## config.mk

```make
export PLATFORM = sky130hd
export DESIGN_NAME = wb_port_arbiter_flat
export DESIGN_NICKNAME = d
export VERILOG_FILES = /design/src/rtl/wb_port_arbiter_if.sv /design/src/rtl/wb_port_arbiter.sv /design/src/flat_wrapper.sv
export SDC_FILE = /design/constraint.sdc
export NUM_CORES = 1
export LEC_CHECK = 0
export ABC_AREA = 1
export BUFFER_PORTS_ARGS = -buffer_cell sky130_fd_sc_hd__buf_4
export CAP_MARGIN = 20
export CORE_ASPECT_RATIO = 0.9
export CORE_UTILIZATION = 49
export DETAILED_ROUTE_END_ITERATION = 12
export GPL_TIMING_DRIVEN = 0
export PLACE_DENSITY = 0.83
export SLEW_MARGIN = 15
export SYNTH_ARGS = -nofsm -noshare
export SYNTH_HDL_FRONTEND = slang
export SYNTH_SLANG_ARGS = --single-unit
```

## constraint.sdc

```tcl
create_clock -name clk -period 2.84 [get_ports clk]
set_input_delay 0.284 -clock clk [delete_from_list [all_inputs] [get_ports clk]]
set_output_delay 0.284 -clock clk [all_outputs]
set_load 0.03 [all_outputs]
```

## src/rtl/wb_port_arbiter_if.sv

```systemverilog
// Write-port bundle shared by the pipeline WB stage, the auxiliary unit and the register file.
interface wb_port_arbiter_if;
  localparam int unsigned REG_W  = 4;
  localparam int unsigned DATA_W = 32;
  localparam int unsigned NREGS  = 16;

  logic              pipe_wb_en_i;
  logic [REG_W-1:0]  pipe_dest_i;
  logic [DATA_W-1:0] pipe_val_i;
  logic              aux_req_i;
  logic [REG_W-1:0]  aux_dest_i;
  logic [DATA_W-1:0] aux_val_i;
  logic              aux_ack_o;
  logic              rf_wb_en_o;
  logic [REG_W-1:0]  rf_dest_o;
  logic [DATA_W-1:0] rf_val_o;
  logic              stall_o;
  logic [NREGS-1:0]  busy_mask_o;

  modport slave (
    input  pipe_wb_en_i, pipe_dest_i, pipe_val_i,
    input  aux_req_i, aux_dest_i, aux_val_i,
    output aux_ack_o, rf_wb_en_o, rf_dest_o, rf_val_o, stall_o, busy_mask_o
  );

  modport master (
    output pipe_wb_en_i, pipe_dest_i, pipe_val_i,
    output aux_req_i, aux_dest_i, aux_val_i,
    input  aux_ack_o, rf_wb_en_o, rf_dest_o, rf_val_o, stall_o, busy_mask_o
  );
endinterface

```

## src/rtl/wb_port_arbiter.sv

```systemverilog
// Arbitrates the single register-file write port between the pipeline and a small aux write FIFO.
// Optional starvation guard (forced one-cycle drain stall) enabled by macro WB_ARB_STARVE_EN.
module wb_port_arbiter #(
  parameter int unsigned FIFO_DEPTH   = 2,
  parameter int unsigned STARVE_LIMIT = 4
) (
  input logic              clk,
  input logic              rst,
  wb_port_arbiter_if.slave bus
);
  localparam int unsigned PTR_W  = $clog2(FIFO_DEPTH);
  localparam int unsigned CNT_W  = $clog2(FIFO_DEPTH + 1);
  localparam int unsigned REG_W  = 4;
  localparam int unsigned DATA_W = 32;
  localparam int unsigned NREGS  = 16;
  localparam int unsigned SCNT_W = 4;

  if (FIFO_DEPTH < 2 || FIFO_DEPTH > 8 || (FIFO_DEPTH & (FIFO_DEPTH - 1)) != 0) begin : g_bad_depth
    $error("wb_port_arbiter: FIFO_DEPTH must be a power of two in 2..8");
  end
  if (STARVE_LIMIT < 1 || STARVE_LIMIT > 15) begin : g_bad_limit
    $error("wb_port_arbiter: STARVE_LIMIT must be in 1..15");
  end

  logic [REG_W-1:0]      dest_q [FIFO_DEPTH];
  logic [DATA_W-1:0]     val_q  [FIFO_DEPTH];
  logic [FIFO_DEPTH-1:0] valid_q, valid_d;
  logic [PTR_W-1:0]      rd_ptr_q, rd_ptr_d;
  logic [PTR_W-1:0]      wr_ptr_q, wr_ptr_d;
  logic [CNT_W-1:0]      count_q, count_d;

  logic              stall_c;
  logic              not_empty_c;
  logic              aux_ack_c;
  logic              push_c;
  logic              grant_pipe_c;
  logic              pop_c;
  logic              rf_wb_en_c;
  logic [REG_W-1:0]  rf_dest_c;
  logic [DATA_W-1:0] rf_val_c;
  logic [NREGS-1:0]  busy_mask_c;

  // A push lands in the FIFO only; the head is never bypassed to the write port.
  assign not_empty_c  = (count_q != '0);
  assign aux_ack_c    = rst && (count_q < CNT_W'(FIFO_DEPTH));
  assign push_c       = bus.aux_req_i && aux_ack_c;
  assign grant_pipe_c = rst && bus.pipe_wb_en_i && !stall_c;
  assign pop_c        = rst && !grant_pipe_c && not_empty_c;

  always_comb begin
    rf_wb_en_c = 1'b0;
    rf_dest_c  = '0;
    rf_val_c   = '0;
    if (grant_pipe_c) begin
      rf_wb_en_c = 1'b1;
      rf_dest_c  = bus.pipe_dest_i;
      rf_val_c   = bus.pipe_val_i;
    end else if (pop_c) begin
      rf_wb_en_c = 1'b1;
      rf_dest_c  = dest_q[rd_ptr_q];
      rf_val_c   = val_q[rd_ptr_q];
    end
  end

  always_comb begin
    rd_ptr_d = rd_ptr_q;
    wr_ptr_d = wr_ptr_q;
    count_d  = count_q;
    valid_d  = valid_q;
    if (pop_c) begin
      valid_d[rd_ptr_q] = 1'b0;
      rd_ptr_d          = rd_ptr_q + PTR_W'(1);
    end
    if (push_c) begin
      valid_d[wr_ptr_q] = 1'b1;
      wr_ptr_d          = wr_ptr_q + PTR_W'(1);
    end
    case ({push_c, pop_c})
      2'b10:   count_d = count_q + CNT_W'(1);
      2'b01:   count_d = count_q - CNT_W'(1);
      default: count_d = count_q;
    endcase
  end

  always_ff @(posedge clk or negedge rst) begin
    if (!rst) begin
      rd_ptr_q <= '0;
      wr_ptr_q <= '0;
      count_q  <= '0;
      valid_q  <= '0;
    end else begin
      rd_ptr_q <= rd_ptr_d;
      wr_ptr_q <= wr_ptr_d;
      count_q  <= count_d;
      valid_q  <= valid_d;
    end
  end

  // Payload storage needs no reset: the valid bits and count gate every read.
  always_ff @(posedge clk) begin
    if (push_c) begin
      dest_q[wr_ptr_q] <= bus.aux_dest_i;
      val_q[wr_ptr_q]  <= bus.aux_val_i;
    end
  end

  always_comb begin
    busy_mask_c = '0;
    for (int i = 0; i < int'(FIFO_DEPTH); i++) begin
      if (valid_q[PTR_W'(i)]) busy_mask_c[dest_q[PTR_W'(i)]] = 1'b1;
    end
  end

`ifdef WB_ARB_STARVE_EN
  logic [SCNT_W-1:0] starve_q, starve_d;
  logic              stall_q, stall_d;

  // Count pipeline wins over a waiting head; a completed stall or an empty FIFO restarts it.
  always_comb begin
    starve_d = starve_q;
    stall_d  = 1'b0;
    if (stall_q || !not_empty_c) begin
      starve_d = '0;
    end else if (grant_pipe_c && (starve_q != SCNT_W'(STARVE_LIMIT))) begin
      starve_d = starve_q + SCNT_W'(1);
    end
    stall_d = !stall_q && (starve_d == SCNT_W'(STARVE_LIMIT));
  end

  always_ff @(posedge clk or negedge rst) begin
    if (!rst) begin
      starve_q <= '0;
      stall_q  <= 1'b0;
    end else begin
      starve_q <= starve_d;
      stall_q  <= stall_d;
    end
  end

  assign stall_c = stall_q;
`else
  assign stall_c = 1'b0;
`endif

  assign bus.aux_ack_o   = aux_ack_c;
  assign bus.rf_wb_en_o  = rf_wb_en_c;
  assign bus.rf_dest_o   = rf_dest_c;
  assign bus.rf_val_o    = rf_val_c;
  assign bus.stall_o     = stall_c;
  assign bus.busy_mask_o = busy_mask_c;
endmodule

```

## src/flat_wrapper.sv

```systemverilog
// flat-port wrapper written by rule: the top's interface ports become plain ports
module wb_port_arbiter_flat 
#(
  parameter int unsigned FIFO_DEPTH   = 2,
  parameter int unsigned STARVE_LIMIT = 4
)
  (clk, rst, bus_pipe_wb_en_i, bus_pipe_dest_i, bus_pipe_val_i, bus_aux_req_i, bus_aux_dest_i, bus_aux_val_i, bus_aux_ack_o, bus_rf_wb_en_o, bus_rf_dest_o, bus_rf_val_o, bus_stall_o, bus_busy_mask_o);
  wb_port_arbiter_if bus_i ();
  input logic clk;
  input logic rst;
  input wire logic [$bits(bus_i.pipe_wb_en_i)-1:0] bus_pipe_wb_en_i;
  input wire logic [$bits(bus_i.pipe_dest_i)-1:0] bus_pipe_dest_i;
  input wire logic [$bits(bus_i.pipe_val_i)-1:0] bus_pipe_val_i;
  input wire logic [$bits(bus_i.aux_req_i)-1:0] bus_aux_req_i;
  input wire logic [$bits(bus_i.aux_dest_i)-1:0] bus_aux_dest_i;
  input wire logic [$bits(bus_i.aux_val_i)-1:0] bus_aux_val_i;
  output wire logic [$bits(bus_i.aux_ack_o)-1:0] bus_aux_ack_o;
  output wire logic [$bits(bus_i.rf_wb_en_o)-1:0] bus_rf_wb_en_o;
  output wire logic [$bits(bus_i.rf_dest_o)-1:0] bus_rf_dest_o;
  output wire logic [$bits(bus_i.rf_val_o)-1:0] bus_rf_val_o;
  output wire logic [$bits(bus_i.stall_o)-1:0] bus_stall_o;
  output wire logic [$bits(bus_i.busy_mask_o)-1:0] bus_busy_mask_o;
  assign bus_i.pipe_wb_en_i = bus_pipe_wb_en_i;
  assign bus_i.pipe_dest_i = bus_pipe_dest_i;
  assign bus_i.pipe_val_i = bus_pipe_val_i;
  assign bus_i.aux_req_i = bus_aux_req_i;
  assign bus_i.aux_dest_i = bus_aux_dest_i;
  assign bus_i.aux_val_i = bus_aux_val_i;
  assign bus_aux_ack_o = bus_i.aux_ack_o;
  assign bus_rf_wb_en_o = bus_i.rf_wb_en_o;
  assign bus_rf_dest_o = bus_i.rf_dest_o;
  assign bus_rf_val_o = bus_i.rf_val_o;
  assign bus_stall_o = bus_i.stall_o;
  assign bus_busy_mask_o = bus_i.busy_mask_o;
  wb_port_arbiter #(.FIFO_DEPTH(FIFO_DEPTH), .STARVE_LIMIT(STARVE_LIMIT)) u_core (.clk(clk), .rst(rst), .bus(bus_i));
endmodule
```

==> flow_summary.yaml <==
die:
  die_w_um: 90.9
  core_um2: 6730
  die-area_um2: 7450
  io_pins: 131
  rows: 28
  die_h_um: 82
  initial_core_util_pct: 51.8
sta:
  timing.fmax_mhz: 448
  slew_headroom_pct: 45.7
  hold_viol_final: 0
  finalSetupViolCount: 0
  skew_ns: 0.00638
  post-route-period-util_pct: 78.6
  rsz0062_at_grt: "no"
  layout_min_cycle_time_ns: 2.23
  tightest_slew_ns: 0.814
  finalSetupTns_ns: 0
  slew_violations: 0
detailed_routing:
  drtAntennaViolNets: 0
  post_drt_via_cell_ratio: 4.74
  drtPass1Iterations: 4
  route.detailed.drc: 0
  vias: 2898
  drt_iter0_drc: 122
  routedWlPerCell_um: 12.9
  drt-total-wl_um: 7880
synthesis:
  syn-num-nets: 452
  yosysUniqueCellTypes: 18
  yosys_warnings: 0
  synth_area_um2: 3480
  ys_async_sr_fraction_pct: 6.49
  synth_edf_count: 72
  postSynthAreaPerCell_um2: 9.29
  ys.flop_type: "edfxtp_1"
  synthCells: 375
  synth-seq-area-share_pct: 65.6
  synth_seq_cells: 77
pwr:
  total_power_mw: 3.68
  peakVddDrop_v: 0.000431
  p_seq_share_pct: 39.8
  pwr_density_cell_nw_per_um2: 762
  pwr-share-comb_pct: 34.3
  p_sw_mw: 1.27
  clockPowerShare_pct: 25.9
  swShare_pct: 34.4
  p_int_mw: 2.41
  p_leak_nw: 2.34
placement:
  dp.cells: 595
  place_congestion: 0.853
  hpwl_um: 5490
  io_buffers: 129
final_layout:
  area.growth.synth_to_final_pct: 38.7
  antenna_cells: 0
  final_nets: 594
  drive_gt1_share_pct: 31.0
  final_cell_count_no_fill: 612
clock_tree:
  cts_tree: "built"
  cts_resized: 0
  htreeDepth: 3
  cts_root_buffer: "clkbuf_8"
  clk_path_buf_depth: 2
  cts_num_sinks: 77
  clk_latency_ns: 0.35
  clkTransAtPathRegs_ns: 0.08
  cts_buffers: 9
worst_setup_path:
  startpoint: "rst"
  reg2reg_to: "u_core.val_q[0][24]"
  critical_path_class: "in2out"
  path_common_cell: "nand2_1"
  r2r_start: "u_core.count_q[1]"
  critical-path-max-stage-delay_ns: 0.54
  cp_max_fo: 10
  cp.arrival_ns: 1.95
  path_cells: "dlygate4sd3_1 > buf_4 > nand2_1 > clkinv_1 > buf_2 > nand2_1 > nand2_1 > buf_4"
  crit_required_ns: 2.56
  slowest_stage: "dlygate4sd3_1"
  reg2reg_slack_ns: 1.04
  crit_end: "bus_rf_val_o[29]"
  worstSetupEndpointType: "primary output"
  critical_path.startpoint_type: "primary input"
  rr_worst_depth: 3
grt:
  use_met1_pct: 26.6
  grt_overflow: 0
  grt_busiest_layer: "met2"
  met3_usage_pct: 4.63
  antenna_found_initial: 0
  grt_pass1_wl_um: 12600
  first_global_vias: 2833
  grt_max_degree: 37
  grtUsageMet2_pct: 40.1
  grtUsageTotal_pct: 22.2
flow_run:
  drv_cap: 0
worst_hold_path:
  hp-class: "in2reg"
status:
  status: "completed"
final cells by class:
class	instances	area (µm²)
flip-flops and latches	77	2290
inverters	16	60.1
repair buffers	131	998
well taps	90	113
fillers	499	1890
plain buffers	16	97.6
clock inverters	6	101
multi-input cells	266	1050
clock buffers	10	128
worst max-delay path: cells and delay by family:
kind	cells	cell delay, ns
buffers and inverters	5	1.42
AND/OR/NAND/NOR	3	0.24
routing by layer:
layer	vias to the layer above	part of all wire [%]
li1	1478	-
met1	1298	40
met2	110	52
met3	12	6.6
met4	0	1.3
met5	-	0
worst min-delay path by stage:
| stage | start | end | depth (start not counted) |
|---|---|---|---|
| after detailed placement | rst | u_core.wr_ptr_q | 1 |
| after CTS | bus_aux_val_i[7] | u_core.val_q[1][7] | 1 |
| after global routing | bus_aux_val_i[7] | u_core.val_q[0][7] | 1 |
| after global placement | rst | u_core.count_q[0] | 1 |
| after floorplan | rst | u_core.count_q[0] | 0 |
| final | bus_aux_val_i[7] | u_core.val_q[1][7] | 1 |
cell usage in the layout (no fill, tap or decap), drive strengths merged:
master       count
clkbuf          10
edfxtp          72
nor3             8
ha               1
dfrtp            5
dlygate4sd3      1
inv             14
nor2            13
o21ai            4
conb             1
nand4            1
xnor2            1
nand2          231
buf            146
nand3            6
bufinv           3
clkinv           5
synthesized netlist by cell type, types with 2 or more instances:
cell | instances | area share, %
dfrtp_1 | 5 | 3.6
nand3_1 | 6 | 0.86
clkinv_1 | 2 | 0.22
nand2_1 | 231 | 25
o21ai_0 | 4 | 0.57
edfxtp_1 | 72 | 62
nor2_1 | 12 | 1.3
buf_6 | 2 | 0.65
inv_1 | 13 | 1.4
buf_2 | 12 | 1.7
buf_4 | 2 | 0.43
nor3_1 | 8 | 1.1
logic make-up after synthesis:
group	after synthesis	share of synthesized area [%]
compound gates	4	0.575
xor+xnor	1	0.251
fa+ha+maj	1	0.359
buf+inv	32	4.52
flops	77	65.6
other cells	1	0.108
simple gates	259	28.5
power groups by stage:
stage          Combinational (mW)  Clock [mW]  Sequential (mW)
2_1_floorplan               0.835           0             1.47
3_3_place_gp                 1.22           0             1.48
3_5_place_dp                 1.27           0             1.49
4_1_cts                      1.27       0.961             1.46
5_1_grt                      1.41        1.00             1.48
6_report                     1.26       0.953             1.46
through the flow:
step	hold slack [ns]	utilization, %	cell area [µm²]	worst slack, ns
2_1_floorplan	-0.0116	-	3490	0.374
3_3_place_gp	0.0997	67.9	4570	0.214
3_5_place_dp	0.104	68.3	4590	0.975
4_1_cts	0.105	71.8	4830	0.567
5_1_grt	0.104	71.8	4830	0.459
6_report	0.116	71.8	4830	0.609
state kept, by name (all words and copies together) (netlist names):
name / cells
u_core.count_q: 2
u_core.dest_q: 8
u_core.valid_q: 1
u_core.val_q: 64
u_core.rd_ptr_q: 1
u_core.wr_ptr_q: 1
what timing repair did:
| action | 4_1_cts | 5_1_grt |
|---|---|---|
| hold buffers | 1 | 0 |
| buffers inserted | 0 | 0 |
| endpoints found under the hold margin | 5 | 0 |
(Power assumes the default switching activity.)
